**config.mk**
```make
export PLATFORM = sky130hd
export DESIGN_NAME = fp8_multiplier_behavioral
export DESIGN_NICKNAME = d
export VERILOG_FILES = /design/src/rtl/fp8_multiplier_behavioral.sv
export SDC_FILE = /design/constraint.sdc
export NUM_CORES = 1
export LEC_CHECK = 0
export CORE_UTILIZATION = 35
export DETAILED_ROUTE_END_ITERATION = 8
export SKIP_CTS_REPAIR_TIMING = 1
export SLEW_MARGIN = 20
export SYNTH_ARGS = -nofsm -noshare
export SYNTH_HDL_FRONTEND = slang
export SYNTH_SLANG_ARGS = --single-unit
```
**constraint.sdc**
```tcl
create_clock -name clk -period 1.2 [get_ports clk]
set_input_delay 0.18 -clock clk [delete_from_list [all_inputs] [get_ports clk]]
set_output_delay 0.18 -clock clk [all_outputs]
set_load 0.005 [all_outputs]
```
**src/rtl/fp8_multiplier_behavioral.sv**
```systemverilog
// E4M3 (S-EEEE-MMM, bias 7) multiplier with a single output register stage.
// Subnormal inputs flush to zero, the product truncates toward zero, and an
// out-of-range magnitude saturates to MAX_MAG. The ovf/unf/nan status flags
// are registered alongside the product and are mutually exclusive.
module fp8_multiplier_behavioral #(
  parameter int unsigned EXP_BIAS = 7,
  parameter logic [7:0]  MAX_MAG  = 8'h7E
) (
  input  logic       clk,
  input  logic       rst_n,
  input  logic       in_valid,
  input  logic [7:0] a,
  input  logic [7:0] b,
  output logic       out_valid,
  output logic [7:0] product,
  output logic       ovf,
  output logic       unf,
  output logic       nan
);

  localparam logic signed [6:0] BIAS_S = 7'(EXP_BIAS);

  logic              sign_r;
  logic              a_nan, b_nan, a_zero, b_zero;
  logic [3:0]        sig_a, sig_b;
  logic [7:0]        sig_p;
  logic [2:0]        man_n;
  logic signed [6:0] exp_a, exp_b, exp_sum, exp_n;
  logic [7:0]        nxt_product;
  logic              nxt_ovf, nxt_unf, nxt_nan;

  // Decode both operands, multiply, normalize, then apply range handling.
  always_comb begin
    sign_r  = a[7] ^ b[7];
    a_nan   = (a[6:3] == 4'hF) && (a[2:0] == 3'h7);
    b_nan   = (b[6:3] == 4'hF) && (b[2:0] == 3'h7);
    a_zero  = (a[6:3] == 4'h0);
    b_zero  = (b[6:3] == 4'h0);
    sig_a   = {1'b1, a[2:0]};
    sig_b   = {1'b1, b[2:0]};
    sig_p   = 8'(sig_a) * 8'(sig_b);
    exp_a   = signed'({3'b000, a[6:3]});
    exp_b   = signed'({3'b000, b[6:3]});
    exp_sum = exp_a + exp_b - BIAS_S;
    // The significand product lies in [1,4); a set top bit means one extra binade.
    if (sig_p[7]) begin
      man_n = 3'(sig_p >> 4);
      exp_n = exp_sum + 7'sd1;
    end else begin
      man_n = 3'(sig_p >> 3);
      exp_n = exp_sum;
    end

    nxt_product = '0;
    nxt_ovf     = 1'b0;
    nxt_unf     = 1'b0;
    nxt_nan     = 1'b0;
    if (a_nan || b_nan) begin
      nxt_product = 8'h7F;
      nxt_nan     = 1'b1;
    end else if (a_zero || b_zero) begin
      nxt_product = '0;
    end else if (exp_n <= 7'sd0) begin
      nxt_product = '0;
      nxt_unf     = 1'b1;
    end else if ((exp_n > 7'sd15) || ((exp_n == 7'sd15) && (man_n == 3'b111))) begin
      nxt_product = {sign_r, MAX_MAG[6:0]};
      nxt_ovf     = 1'b1;
    end else begin
      nxt_product = {sign_r, exp_n[3:0], man_n};
    end
  end

  // Capture the result on valid input; otherwise hold the result and drop out_valid.
  always_ff @(posedge clk or negedge rst_n) begin
    if (!rst_n) begin
      out_valid <= 1'b0;
      product   <= '0;
      ovf       <= 1'b0;
      unf       <= 1'b0;
      nan       <= 1'b0;
    end else begin
      out_valid <= in_valid;
      if (in_valid) begin
        product <= nxt_product;
        ovf     <= nxt_ovf;
        unf     <= nxt_unf;
        nan     <= nxt_nan;
      end
    end
  end

endmodule

```
==> results.cfg, run 1 <==
[route]
ant_nets = 0
drt_iter0_drc = 38
via_per_inst = 4.97
drt-pass1-iter-count = 4
vias = 1532
totalWireLength_um = 4180
post-route-drc-count = 0
wl_per_cell_um = 13.6

[status]
failed_checks = negative setup slack
outcome = finished, violations left

[clock_tree]
cts_tree = yes
clk_path_buf_depth = 2
htree_levels = 1
numCtsBuffers = 3
clk_latency_ns = 0.23
cts_root_buffer = clkbuf_8
clkTransAtPathRegs_ns = 0.05
cts_sinks = 12

[place]
dp_hpwl_um = 3280
dpl_worst_slack_ns = -2.93
place_area_sq_um = 2290
portBuffers = 30
dp.cells = 296
routabilityCongestion = 0.889

[cells_and_area]
n_antenna_cell = 0
nFillCells = 336
fin_cells = 308
layout-drive-gt1-share = 0.430
seqCellArea_sq_um = 300
multi_input_area_sq_um = 1210
finish.net_count = 301
fin_area_sq_um = 2610
area_growth_pct = 80.5

[logic_synthesis]
yosys.area.top_type = dfrtp_1
synth_most_common_cell = inv_1
synth-warning-count = 0
synth-edff-count = 0
synth_top_area_frac = 0.208
synth-main-ff-cell = dfrtp_1
async_reset_ff_frac = 1.00
seq_area_frac_synth = 0.208
synth_common_cells = inv_1, nor2_1, ha_1, dfrtp_1, nand2_1
netlist_instances = 166
synth_fp_nets = 208
synth_area_per_cell_sq_um = 8.71
synth_area_leaders = dfrtp_1, ha_1, fa_1
netlist_area_sq_um = 1450
ys_ff_latch = 12
ys_types = 45

[timing]
finalHoldViolCount = 0
rsz0062_at_grt = yes
fin_setup_tns_ns = -21.53
fmax_mhz = 294
slew_viol_final = 0
fin_worst_skew_ns = 0
relSlewSlack = 0.679
period_needed_ns = 3.40
tightest_slew_ns = 0.481
finalCritPeriodShare = 2.83
finalSetupViolCount = 10
timing.final.ws_setup_ns = -2.20

[worst_setup_path]
worst-path-buf-inv = 7
worst-setup-path-type = input pin to register
reg2regPathDepth = 3
reg2reg_from = product[0]
critical_path.cell_chain = buf_6, buf_6, inv_12, nor2_4, fa_1, inv_2, fa_2, inv_2, ha_4, nand4_1, o21ai_2, buf_4, o31ai_4, buf_4, or3_4, o41ai_4, a21oi_2, a21boi_4, a311oi_1
cp_max_fo = 6
cp-end-kind = register
cp_data_arrival_time_ns = 3.50
reg2reg_to = product[0]
crit_start = b[2]
critPathMaxStageDelay_ns = 0.57
critPathLaunchType = input pin
worst_ep_required_time_ns = 1.30
crit_slowest_cell = fa_2
reg2reg_slack_ns = 0.25
cp_top_family = adder cells

[global_routing]
grt_antenna_before_repair = 0
grt_max_degree = 13
grt_pass1_vias = 1569
overflow = 0
grt_usage = 0.187
grt_pass1_wl_um = 6470

[power_and_ir_drop]
clkPwrFrac = 0.155
p_sw_frac = 0.358
comb_power_share = 0.646
p_seq_frac = 0.200
leakage_nw = 1.38
netSwitchingPower_w = 0.000976
powerDensity_nw_per_um2 = 1040
vdd_drop_max_mv = 0.458
internal-power_w = 0.00175
p_total_w = 0.00272

[floorplan]
initial_core_util = 0.364
coreArea_sq_um = 3970
io_pins = 31
die_w_um = 66.3
fp.dieH_um = 66.3
rows = 23
die_area_sq_um = 4390

[hold_path]
hold_class = input pin to async pin

[run]
maxCapViolations = 0
==> per-layer routing <==
metal	up-vias	wire length, um	track usage
met5	-	0	0
met4	0	44	0.0585
met3	7	139	0.0241
met2	33	2330	0.366
met1	722	1670	0.203
li1	770	-	-
==> power by group through the flow <==
stage | logic, W | registers (W) | clock network (W)
after floorplan | 0.000795 | 0.000565 | 0
after global placement | 0.00152 | 0.000551 | 0
after detailed placement | 0.00156 | 0.000558 | 0
after CTS | 0.00158 | 0.000552 | 0.000430
after global routing | 0.00192 | 0.000555 | 0.000451
final | 0.00176 | 0.000543 | 0.000422
==> cells by family (layout without fill, tap and decap cells) <==
kind of cell | Yosys count | after routing | synth area share
compound gates | 31 | 31 | 0.181
xor+xnor | 9 | 9 | 0.0545
fa+ha+maj | 23 | 23 | 0.230
buf+inv | 29 | 121 | 0.0804
flops | 12 | 12 | 0.208
mux | 6 | 6 | 0.0415
simple gates | 56 | 56 | 0.205
==> cell usage in the layout (no fill, tap or decap), types with 3 or more instances in the layout <==
master,Yosys,final
buf_6,1,14
inv_2,0,3
dlymetal6s2s_1,0,18
mux2i_1,6,5
buf_4,0,51
clkbuf_8,0,4
ha_1,17,14
xor2_1,4,4
dfrtp_1,12,12
clkdlybuf4s50_1,0,4
nand2_1,8,8
nor2_1,22,19
a311oi_2,1,5
nor2_4,1,3
ha_4,0,3
fa_1,6,5
nand4_1,5,5
o21ai_0,4,3
xnor2_1,5,5
inv_1,26,19
==> cell type report <==
| type | instances | share of cell area |
|---|---|---|
| timing repair buffer | 91 | 0.326 |
| sequential | 12 | 0.115 |
| clock buffer | 4 | 0.0211 |
| tap | 50 | 0.0240 |
| multi-input combinational | 125 | 0.464 |
| inverter | 26 | 0.0503 |
==> per-stage QoR <==
| step | utilization | hold WS (ns) |
|---|---|---|
| CTS | 0.591 | 0.259 |
| detailed placement | 0.578 | 0.499 |
| global placement | 0.578 | 0.480 |
| global route | 0.658 | 0.279 |
| floorplan | - | -0.116 |
| finish | 0.658 | 0.260 |
==> flip-flops by register name (all words and copies together), names as in the netlist <==
register,cells
nan,1
ovf,1
unf,1
product,8
out_valid,1
==> how the worst max path moves through the flow <==
stage                       endpoint  slack (ns)  cells after the start
after floorplan           product[1]       -1.95                     16
after global placement    product[1]       -2.81                     18
after detailed placement  product[1]       -2.93                     18
after CTS                 product[3]       -2.72                     18
after global routing      product[3]       -2.33                     19
final                     product[4]       -2.20                     19
==> worst register-to-register path: stages (launching register included) <==
cell and delay (ns):
dfrtp_1 0.37, nor2_1 0.12, and4b_1 0.21, o2bb2ai_1 0.12
No activity file was read; power rests on OpenSTA's default activity.
==> run 2, diff against run 1 <==
Settings changed: CORE_UTILIZATION 35 to 40, PLACE_DENSITY set to 0.65.
==> run 2 against run 1 <==
  * The flow still finishes with violations (negative setup slack)
  * Routed wire length is 6.3% higher
  * Maximum frequency is 2.8% higher
  * Worst setup slack better by 0.094 ns
  * Core utilization is 13 points higher
  * First-iteration DRC count is 61% higher
  * Count of clock-buffer cells in the layout stayed put
  * Total power is 1.1% higher
  * Critical path type unchanged
  * Largest power group unchanged
==> results.cfg, run 2 (synthesis results as in run 1) <==
[worst_setup_path]
critPathMaxStageDelay_ns = 0.53
cp-end-kind = register
cp_data_arrival_time_ns = 3.45
crit_slowest_cell = fa_1
reg2reg_slack_ns = 0.09
cp_top_family = adder cells
worst-path-buf-inv = 7
worst_ep_required_time_ns = 1.35
worst-setup-path-type = input pin to register
critical_path.cell_chain = buf_6, buf_8, inv_16, nor2_4, fa_1, inv_2, fa_1, inv_1, ha_1, nand4_1, o21ai_2, buf_4, o31ai_4, nor2_4, buf_6, o41ai_4, a21oi_2, a21boi_4, a311oi_2
critPathLaunchType = input pin
cp_max_fo = 6

[floorplan]
rows = 21
io_pins = 31
coreArea_sq_um = 3390
die_w_um = 62.1
fp.dieH_um = 62.1
initial_core_util = 0.427
die_area_sq_um = 3860

[global_routing]
overflow = 0
grt_pass1_wl_um = 6190
grt_pass1_vias = 1469
grt_antenna_before_repair = 0
grt_usage = 0.201
grt_max_degree = 13

[power_and_ir_drop]
leakage_nw = 1.45
vdd_drop_max_mv = 0.374
powerDensity_nw_per_um2 = 1030

[clock_tree]
cts_sinks = 12
htree_levels = 1
clk_latency_ns = 0.29
numCtsBuffers = 3
cts_root_buffer = clkbuf_4
clk_path_buf_depth = 2
clkTransAtPathRegs_ns = 0.08
cts_tree = yes

[timing]
holdWs_ns = 0.195
fin_setup_tns_ns = -20.61
rsz0062_at_grt = yes
finalSetupViolCount = 10
tightest_slew_ns = 0.490
fin_worst_skew_ns = 0
period_needed_ns = 3.30
relSlewSlack = 0.672
slew_viol_final = 0
timing.final.ws_setup_ns = -2.10
finalHoldViolCount = 0
fmax_mhz = 303
finalCritPeriodShare = 2.75

[place]
dpl_worst_slack_ns = -2.87
dp_hpwl_um = 3230
portBuffers = 30
routabilityCongestion = 0.826
dp.cells = 289

[cells_and_area]
final_util = 0.788
n_antenna_cell = 0
most-common-layout-cells = buf_4, inv_1, dlymetal6s2s_1
final_common_cell = buf_4
regMostFlops = product
largest_reg_flops = 8
finish.net_count = 311
fin_cells = 314
area_growth_pct = 84.7
layout-drive-gt1-share = 0.451

[status]
failed_checks = negative setup slack
outcome = finished, violations left

[route]
drt-pass1-iter-count = 5
post-route-drc-count = 0
via_per_inst = 5.08
vias = 1594
drt_iter0_drc = 61
ant_nets = 0
totalWireLength_um = 4440
wl_per_cell_um = 14.1

[hold_path]
hold_class = input pin to async pin

[run]
maxCapViolations = 0
## run 2: report_power, final
group,switching [W],total [W],internal [W]
combinational,0.000836,0.00188,0.00104
clock,0.000148,0.000333,0.000185
sequential,0.0000442,0.000544,0.000499
## run 2: routing by layer
layer	share of wire	global-route usage
met1	0.39	0.220
met5	0	0
met3	0.033	0.0129
met2	0.56	0.400
met4	0.012	0.0698
## run 2: final cells by class
cell class              instances  area [sq um]
clock buffers                   4          36.3
fillers                       222           718
flip-flops and latches         12           300
well taps                      46          57.6
repair buffers                101           907
inverters                      26           131
multi-input cells             125          1240
## run 2: final timing paths
path	from	to	depth (start not counted)
worst max-delay path	a[1]	product[4]	19
worst min-delay path	rst_n	product[1]	2
worst max register to register	product[0]	product[0]	4
worst min register to register	product[5]	product[5]	2
max in group asynchronous	rst_n	product[6]	2
min in group clk	in_valid	out_valid	2
## run 2: metrics by stage
stage / area (sq um) / total power (W)
global placement: 2250 / 0.00205
detailed placement: 2250 / 0.00210
floorplan: 1540 / 0.00136
CTS: 2290 / 0.00242
global route: 2670 / 0.00295
finish: 2670 / 0.00275
## run 2: worst reg2reg max path, stage by stage, from the launching register on
cell	delay, ns
dfrtp_1	0.38
buf_4	0.13
nor2_1	0.15
and4b_1	0.21
o2bb2ai_1	0.13
==> RTL edit: new RTL, config.mk and constraints of run 1 <==
Reset style: synchronous (`rst_n`), changed in one clocked block.
--- a/src/rtl/fp8_multiplier_behavioral.sv
+++ b/src/rtl/fp8_multiplier_behavioral.sv
@@ -73,5 +73,5 @@
 
   // Capture the result on valid input; otherwise hold the result and drop out_valid.
-  always_ff @(posedge clk or negedge rst_n) begin
+  always_ff @(posedge clk) begin
     if (!rst_n) begin
       out_valid <= 1'b0;
Behaviour: differs if rst_n is asserted again (counterexample within 4 cycles, from zero or initial values and one cycle with rst_n low); with rst_n held inactive, the same outputs for 10 cycles.
==> RTL edit against run 1 <==
  * The flow still finishes with violations (setup timing)
  * Total power decreased by 3.4%
  * Routed wire length rose by 23%
  * Sequential cell count unchanged
  * First-iteration DRC count rose by 100%
  * Synthesized area increased by 2.7%
  * Final cell count is 9.1% higher
  * Clock skew unchanged
  * Worst setup slack gained 0.075 ns
  * Fmax grew 2.3%
  * Sequential power is 13% lower
  * Register-to-register slack lost 0.02 ns
  * Final area is 6.4% higher
  * Critical path type unchanged
  * Largest power group unchanged
==> RTL edit: results (changes against run 1) <==
[pwr]
pwr-share-clk_pct=13.9  ; -1.6 points
power_w=0.00263  ; -3.4%
p_int_w=0.00160  ; -8.5%
peakVddDrop_mv=0.464  ; +1.2%
cellLeakagePower_nw=1.44  ; +4.3%

[sta]
setup_viol=10  ; unchanged
hold_slack_ns=0.458  ; +0.198 ns
setup_ws_ns=-2.12  ; +0.0752 ns
fin_tns_setup_ns=-20.81  ; +0.723 ns

[cells_and_area]
n_fill_cell=311  ; -7.4%
drive_above_1_share_pct=45.5  ; +2.4 points
num-clock-buffers=3  ; -1
layout.nets=330  ; +9.6%
clock_area_share_pct=1.49  ; -0.62 points
num-multi-input-gates=144  ; +15%
area_share_nonclk_buffers_pct=33.2  ; +0.60 points
fin_area_um2=2780  ; +6.4%
num-nonclk-buffers=103  ; +13%
seq_share_pct=8.64  ; -2.9 points
multi_input_area_um2=1390  ; +15%

[synthesis]
ys.flop_type=dfxtp_1
synth_mux_area_share_pct=2.86  ; -1.3 points
synth_xor_area_share_pct=7.58  ; +2.1 points
synthTopCellsByArea=dfxtp_1 16%, ha_1 14%, fa_1 8.1%, inv_1 6.1%, xnor2_1 4.1%
ys_seq_area_share_pct=16.2  ; -4.6 points
syn_nets=227  ; +9.1%
ys_async_sr_fraction_pct=0  ; -100 points

[placed_design]
dp_hpwl_um=3640  ; +11%
place_ws_ns=-2.87  ; +0.0560 ns
dpl-instance-area_um2=2370  ; +3.4%
place.gp.congestion=0.945  ; +6.4%

[critical_path]
rr_startpoint=product[0]
r2r_end=product[0]
reg2reg_slack_ns=0.23  ; -0.02 ns
arrival_ns=3.49  ; about the same

[outcome]
status=finished, violations left
violations=setup timing

[global_route]
met1_usage_pct=26.5  ; +6.2 points
first_global_vias=1635  ; +4.2%
grt_start_max_net_pins=12  ; -1
grtUsageTotal_pct=20.6  ; +1.9 points
grt_pass1_wl_um=7170  ; +11%
grtUsageMet3_pct=2.53  ; +0.12 points
use_met2_pct=35.9  ; -0.73 points

[drt]
num_vias=1785  ; +17%
viasPerCell=5.31  ; +6.8%
drt-met1-wl_um=2250  ; +35%
met2_length_um=2580  ; +11%
dr.first_iter.drc_count=76  ; +100%
routedWlPerCell_um=15.3  ; +13%

[min_path]
hp-class=register to register

[RTL edit: cell count changes in the layout (fill, tap and decap cells not counted), sizes merged, moves of 4 or more]
cell,before,now
nand3,2,6
nor2,23,14
mux2i,6,2
dfrtp,12,0
a311oi,6,0
o21ai,5,14
a211oi,1,6
dfxtp,0,12
nor3,2,10
buf,67,74
[RTL edit: how the worst max path moves through the flow]
stage | startpoint | endpoint | slack, ns | cells past startpoint
after floorplan | a[1] | product[1] | -1.91 | 15
after global placement | a[1] | product[0] | -2.76 | 16
after detailed placement | a[1] | ovf | -2.87 | 16
after CTS | a[1] | product[2] | -2.64 | 16
after global routing | b[2] | product[6] | -2.28 | 17
final | b[2] | product[2] | -2.12 | 17
[RTL edit: worst max-delay path: cells and delay by family]
family,cells,cell delay [ns]
compound gates,3,0.49
fa+ha+maj,3,1.31
buf+inv,6,0.50
mux,1,0.32
simple gates,4,0.67
